<file path="config.mk">
export PLATFORM = sky130hd
export DESIGN_NAME = ov7670_config_seq_flat
export DESIGN_NICKNAME = d
export VERILOG_FILES = /design/src/rtl/ov7670_config_seq_if.sv /design/src/rtl/ov7670_config_seq.sv /design/src/flat_wrapper.sv
export SDC_FILE = /design/constraint.sdc
export NUM_CORES = 1
export LEC_CHECK = 0
export BUFFER_PORTS_ARGS = -buffer_cell sky130_fd_sc_hd__clkbuf_2
export CAP_MARGIN = 0
export CORE_MARGIN = 2
export CORE_UTILIZATION = 30
export DETAILED_ROUTE_END_ITERATION = 6
export SLEW_MARGIN = 15
export SYNTH_ARGS = -nofsm -noshare
export SYNTH_HDL_FRONTEND = slang
export SYNTH_SLANG_ARGS = --single-unit
</file>
<file path="constraint.sdc">
create_clock -name clk -period 2.4 [get_ports clk]
set_input_delay 0.48 -clock clk [delete_from_list [all_inputs] [get_ports clk]]
set_output_delay 0.48 -clock clk [all_outputs]
set_load 0.02 [all_outputs]
</file>
<file path="src/rtl/ov7670_config_seq_if.sv">
// SCCB write-request channel between the configuration sequencer (master)
// and the SCCB bus engine (slave).
interface ov7670_config_seq_if;
    logic       sccb_start;
    logic [7:0] sccb_reg;
    logic [7:0] sccb_data;
    logic       sccb_ready;
    logic       sccb_nack;

    modport master (
        output sccb_start,
        output sccb_reg,
        output sccb_data,
        input  sccb_ready,
        input  sccb_nack
    );

    modport slave (
        input  sccb_start,
        input  sccb_reg,
        input  sccb_data,
        output sccb_ready,
        output sccb_nack
    );
endinterface

</file>
<file path="src/rtl/ov7670_config_seq.sv">
// Walks the OV7670 configuration ROM and issues one SCCB register write per
// entry, honouring the 0xFFF0 delay marker and the 0xFFFF end-of-table marker.
//
// state     | meaning
// ----------+--------------------------------------------------------------
// IDLE      | waiting for start after reset
// FETCH     | ROM read strobe for rom_addr
// DECODE    | classify ROM word: end, delay, or register write
// SEND      | wait for master ready, pulse sccb_start
// WAIT_BUSY | wait for master to drop ready (transaction accepted)
// WAIT_DONE | wait for completion, retry on NACK
// DELAY     | inter-write settling delay
// ADVANCE   | step to next ROM entry, abort on table overrun
// DONE      | table finished; sticky done
// ERR       | retry exhaustion or overrun; sticky err, rom_addr = failing entry
module ov7670_config_seq #(
    parameter int DELAY_CYCLES = 1_000_000,
    parameter int MAX_RETRY    = 3,
    parameter int ADDR_W       = 8
) (
    input  logic                  clk,
    input  logic                  rst,
    input  logic                  start,
    output logic [ADDR_W-1:0]     rom_addr,
    output logic                  rom_clk_en,
    input  logic [15:0]           rom_dout,
    ov7670_config_seq_if.master   sccb,
    output logic                  busy,
    output logic                  done,
    output logic                  err
);

    localparam int DLY_W = (DELAY_CYCLES > 1) ? $clog2(DELAY_CYCLES) : 1;
    localparam int RTY_W = (MAX_RETRY > 0) ? $clog2(MAX_RETRY + 1) : 1;
    localparam logic [DLY_W-1:0]  DLY_LAST  = DLY_W'(DELAY_CYCLES - 1);
    localparam logic [RTY_W-1:0]  RTY_MAX   = RTY_W'(MAX_RETRY);
    localparam logic [ADDR_W-1:0] ADDR_LAST = '1;

    typedef enum logic [3:0] {
        IDLE, FETCH, DECODE, SEND, WAIT_BUSY, WAIT_DONE, DELAY, ADVANCE, DONE, ERR
    } state_t;

    state_t            state;
    logic [DLY_W-1:0]  dly_cnt;
    logic [RTY_W-1:0]  retry;

    // Launch in the same cycle ready is observed so the master sees the
    // request on the edge where the sequencer leaves SEND.
    assign sccb.sccb_start = (state == SEND) && sccb.sccb_ready;

    always_ff @(posedge clk) begin
        if (rst) begin
            state          <= IDLE;
            rom_addr       <= '0;
            rom_clk_en     <= 1'b0;
            sccb.sccb_reg  <= '0;
            sccb.sccb_data <= '0;
            busy           <= 1'b0;
            done           <= 1'b0;
            err            <= 1'b0;
            retry          <= '0;
            dly_cnt        <= '0;
        end else begin
            rom_clk_en <= 1'b0;
            case (state)
                IDLE, DONE, ERR: begin
                    if (start) begin
                        rom_addr   <= '0;
                        done       <= 1'b0;
                        err        <= 1'b0;
                        busy       <= 1'b1;
                        rom_clk_en <= 1'b1;
                        state      <= FETCH;
                    end
                end
                FETCH: state <= DECODE;
                DECODE: begin
                    if (rom_dout == 16'hFFFF) begin
                        busy  <= 1'b0;
                        done  <= 1'b1;
                        state <= DONE;
                    end else if (rom_dout == 16'hFFF0) begin
                        dly_cnt <= '0;
                        state   <= DELAY;
                    end else begin
                        sccb.sccb_reg  <= rom_dout[15:8];
                        sccb.sccb_data <= rom_dout[7:0];
                        retry          <= '0;
                        state          <= SEND;
                    end
                end
                SEND: begin
                    if (sccb.sccb_ready) state <= WAIT_BUSY;
                end
                WAIT_BUSY: begin
                    if (!sccb.sccb_ready) state <= WAIT_DONE;
                end
                WAIT_DONE: begin
                    if (sccb.sccb_ready) begin
                        if (!sccb.sccb_nack) begin
                            state <= ADVANCE;
                        end else if (retry < RTY_MAX) begin
                            retry <= retry + RTY_W'(1);
                            state <= SEND;
                        end else begin
                            busy  <= 1'b0;
                            err   <= 1'b1;
                            state <= ERR;
                        end
                    end
                end
                DELAY: begin
                    dly_cnt <= dly_cnt + DLY_W'(1);
                    if (dly_cnt == DLY_LAST) state <= ADVANCE;
                end
                ADVANCE: begin
                    // No wrap: a table without an end marker is a build error.
                    if (rom_addr == ADDR_LAST) begin
                        busy  <= 1'b0;
                        err   <= 1'b1;
                        state <= ERR;
                    end else begin
                        rom_addr   <= rom_addr + ADDR_W'(1);
                        rom_clk_en <= 1'b1;
                        state      <= FETCH;
                    end
                end
                default: state <= IDLE;
            endcase
        end
    end

endmodule

</file>
<file path="src/flat_wrapper.sv">
// flat-port wrapper written by rule: the top's interface ports become plain ports
module ov7670_config_seq_flat 
#(
    parameter int DELAY_CYCLES = 1_000_000,
    parameter int MAX_RETRY    = 3,
    parameter int ADDR_W       = 8
)
  (clk, rst, start, rom_addr, rom_clk_en, rom_dout, busy, done, err, sccb_sccb_start, sccb_sccb_reg, sccb_sccb_data, sccb_sccb_ready, sccb_sccb_nack);
  ov7670_config_seq_if sccb_i ();
  input  logic clk;
  input  logic rst;
  input  logic start;
  output logic [ADDR_W-1:0] rom_addr;
  output logic rom_clk_en;
  input  logic [15:0] rom_dout;
  output logic busy;
  output logic done;
  output logic err;
  output wire logic [$bits(sccb_i.sccb_start)-1:0] sccb_sccb_start;
  output wire logic [$bits(sccb_i.sccb_reg)-1:0] sccb_sccb_reg;
  output wire logic [$bits(sccb_i.sccb_data)-1:0] sccb_sccb_data;
  input wire logic [$bits(sccb_i.sccb_ready)-1:0] sccb_sccb_ready;
  input wire logic [$bits(sccb_i.sccb_nack)-1:0] sccb_sccb_nack;
  assign sccb_sccb_start = sccb_i.sccb_start;
  assign sccb_sccb_reg = sccb_i.sccb_reg;
  assign sccb_sccb_data = sccb_i.sccb_data;
  assign sccb_i.sccb_ready = sccb_sccb_ready;
  assign sccb_i.sccb_nack = sccb_sccb_nack;
  ov7670_config_seq #(.DELAY_CYCLES(DELAY_CYCLES), .MAX_RETRY(MAX_RETRY), .ADDR_W(ADDR_W)) u_core (.clk(clk), .rst(rst), .start(start), .rom_addr(rom_addr), .rom_clk_en(rom_clk_en), .rom_dout(rom_dout), .sccb(sccb_i), .busy(busy), .done(done), .err(err));
endmodule
</file>
==> results.yml <==
outcome:
  status: "completed"
run:
  cap_violations: 0
power_and_ir_drop:
  swShare: 0.343
  p_int_w: 0.00166
  finalPower_w: 0.00253
  power_leakage_nw: 1.25
  powerDensity_nw_per_um2: 778
  p_sw_w: 0.000866
  pwr-share-comb: 0.339
  clock_power_share: 0.252
  peakVddDrop_mv: 0.338
  p_seq_frac: 0.409
logic_synthesis:
  synth_cells: 302
  async_reset_ff_frac: 0
  ys_types: 48
  avgSynthCellArea_um2: 8.63
  seq_area_frac_synth: 0.415
  synth_flop_cell: "dfxtp_1"
  synth_edf_count: 0
  ys_warn_count: 0
  synth_area_um2: 2610
  ys_seq_elements: 54
  syn_nets: 326
floorplan:
  die_height_um: 97.2
  num_io_pins: 50
  start_util: 0.305
  die_x_um: 97.2
  fp.coreArea_um2: 8550
  die_area_um2: 9450
  rows: 34
layout:
  drive_above_1_share: 0.236
  fillCellCount: 884
  fin_cells: 476
  final_area_um2: 3250
  regMostFlops: "u_core.dly_cnt"
  antennaDiodeCount: 0
  area_growth_pct: 24.6
  utilization: 0.380
  final_nets: 391
  largest_register_ff_count: 20
global_routing:
  grt_use_met2: 0.202
  grt_usage: 0.126
  grt_pass1_vias: 2134
  grt_max_degree: 32
  grt.busiest_layer: "met2"
  grt_first_pass_wirelength_um: 9960
  grt_antenna_before_repair: 0
  globalRouteOverflowTotal: 0
  met1_usage: 0.175
  gr-usage-met3: 0.0180
timing:
  timing.final.hold_violations: 0
  period_minus_slack_ns: 2.20
  slew_headroom: 0.589
  fmax_ghz: 0.455
  rsz0062_at_grt: "false"
  period_share: 0.917
  worstMarginPinSlew_ns: 0.616
  fin_skew_ns: 0.00840
  setup_viol_count_final: 0
  layout_setup_ws_ns: 0.200
  maxSlewViolCount: 0
clock_tree:
  postCtsHoldBufs: 0
  htree_levels: 2
  clkLatencyLatePin_ns: 0.32
  cts_tree: "done"
  clock-sinks: 54
  post_cts_buffers: 0
  clk_path_buf_depth: 2
  clk_pin_slew_ns: 0.10
  numCtsBuffers: 5
  cts_root_buffer: "clkbuf_8"
  ctsResizeCount: 0
worst_hold_path:
  hold_class: "in2reg"
  whs_path_depth: 3
  min_from: "rom_dout[7]"
setup_path:
  critical_path_class: "reg2reg"
  cp-end-kind: "flip-flop"
  ff2ff_path_depth: 5
  slowest_delay_ns: 0.58
  worst_path_max_delay_cell: "or4b_1"
  crit_start: "u_core.state[0]$_SDFFE_PP0P_"
  worstPathCellList: "or4b_1, nor4_4, a31oi_2, or4_1, a21oi_1"
  cp.required_ns: 2.65
  path_max_fanout: 8
  start_kind: "flip-flop"
  cp.arrival_ns: 2.45
  reg2reg_from: "u_core.state[0]$_SDFFE_PP0P_"
place:
  placedInstanceArea_um2: 3130
  port_buffers: 49
  place_ws_ns: -0.108
  dp_hpwl_um: 4560
  routabilityCongestion: 0.844
  dp_cells: 468
drt:
  drc_errors: 0
  drt-initial-drc-count: 133
  vias: 2368
  drt_first_pass_iters: 4
  drtAntennaViolNets: 0
  wl_per_cell_um: 12.6
  routed_wl_um: 6010
  vias_per_cell: 4.97
-- layout make-up --
type	instances	area, um^2	area share
Timing Repair Buffer	73	450	0.139
Multi-Input combinational cell	228	1450	0.445
Sequential cell	54	1080	0.333
Inverter	5	18.8	0.00578
Clock buffer	5	68.8	0.0212
Tap cell	108	135	0.0416
Clock inverter	3	47.5	0.0146
-- routing by layer --
layer | routed length (um) | vias to the layer above
met2 | 2710 | 51
met3 | 232 | 5
met5 | 0 | -
met1 | 2990 | 1089
li1 | - | 1223
met4 | 77 | 0
-- placed cells by master (no fill, tap or decap), types with 3 or more instances in the layout --
master / count
nor4_1: 5
a31oi_1: 3
nand2_1: 19
clkbuf_2: 49
clkbuf_8: 5
mux2i_1: 17
xnor2_1: 9
nand4_1: 12
and3_1: 5
xor2_1: 8
o21ai_0: 10
o211ai_1: 4
a211oi_1: 8
nor2b_1: 3
nor2_1: 49
nor3_1: 5
dfxtp_1: 54
ha_1: 3
nor4b_1: 3
a21oi_1: 13
buf_4: 22
inv_1: 5
or4_1: 5
a22oi_1: 3
or3_1: 6
nand3_1: 10
-- power by group through the flow --
stage               clock, W  sequential [W]  combinational (W)
floorplan                  0         0.00113           0.000509
global placement           0         0.00105           0.000853
global route        0.000687         0.00105           0.000947
CTS                 0.000655         0.00103           0.000860
finish              0.000638         0.00103           0.000857
detailed placement         0         0.00105           0.000857
-- worst max-delay path: cells and delay by family, from the launching register on --
family	cells	cell delay, ns
compound gates	2	0.36
simple gates	3	1.44
flops	1	0.34
-- path summary, 6_finish.rpt --
kind / slack (ns) / to
hold reg to reg: 0.49 / u_core.dly_cnt[18]$_SDFFE_PP0P_
setup / recovery: 0.20 / u_core.dly_cnt[18]$_SDFFE_PP0P_
setup reg to reg: 0.20 / u_core.dly_cnt[18]$_SDFFE_PP0P_
hold / removal: 0.41 / u_core.sccb.sccb_data[7]$_SDFFE_PP0P_
-- cell families after synthesis --
| logic type | Yosys count | share of synthesized area |
|---|---|---|
| mux | 17 | 0.0653 |
| xor+xnor | 17 | 0.0571 |
| fa+ha+maj | 3 | 0.0144 |
| simple gates | 136 | 0.275 |
| compound gates | 55 | 0.144 |
| flops | 54 | 0.415 |
| buf+inv | 20 | 0.0302 |
-- through the flow --
step | setup TNS, ns | hold WS, ns
finish | 0 | 0.406
floorplan | 0 | 0.448
global route | 0 | 0.433
detailed placement | -0.128 | 0.481
global placement | -0.0710 | 0.458
CTS | 0 | 0.401
-- cells in the mapped netlist (all sizes together), types with 2 or more instances --
cell type,count,area share
buf,5,0.0086
and4,2,0.0067
xor2,8,0.027
nand4,12,0.029
a311oi,2,0.0067
a22oi,3,0.0086
inv,5,0.0072
a31oi,4,0.012
ha,3,0.014
clkbuf,10,0.014
nor2,50,0.073
or4,5,0.014
nor4bb,2,0.0077
nand3,10,0.019
nand2,19,0.027
o21a,2,0.0058
mux2i,17,0.065
and3,5,0.012
nand2b,2,0.0048
a211oi,8,0.023
nor4,6,0.020
nor2b,3,0.0072
o21ai,10,0.019
o211ai,4,0.012
a21oi,13,0.025
or2,2,0.0048
or3,6,0.014
nor3,5,0.0096
dfxtp,54,0.41
nor4b,3,0.010
xnor2,9,0.030
No activity file was read; power rests on OpenSTA's default activity.
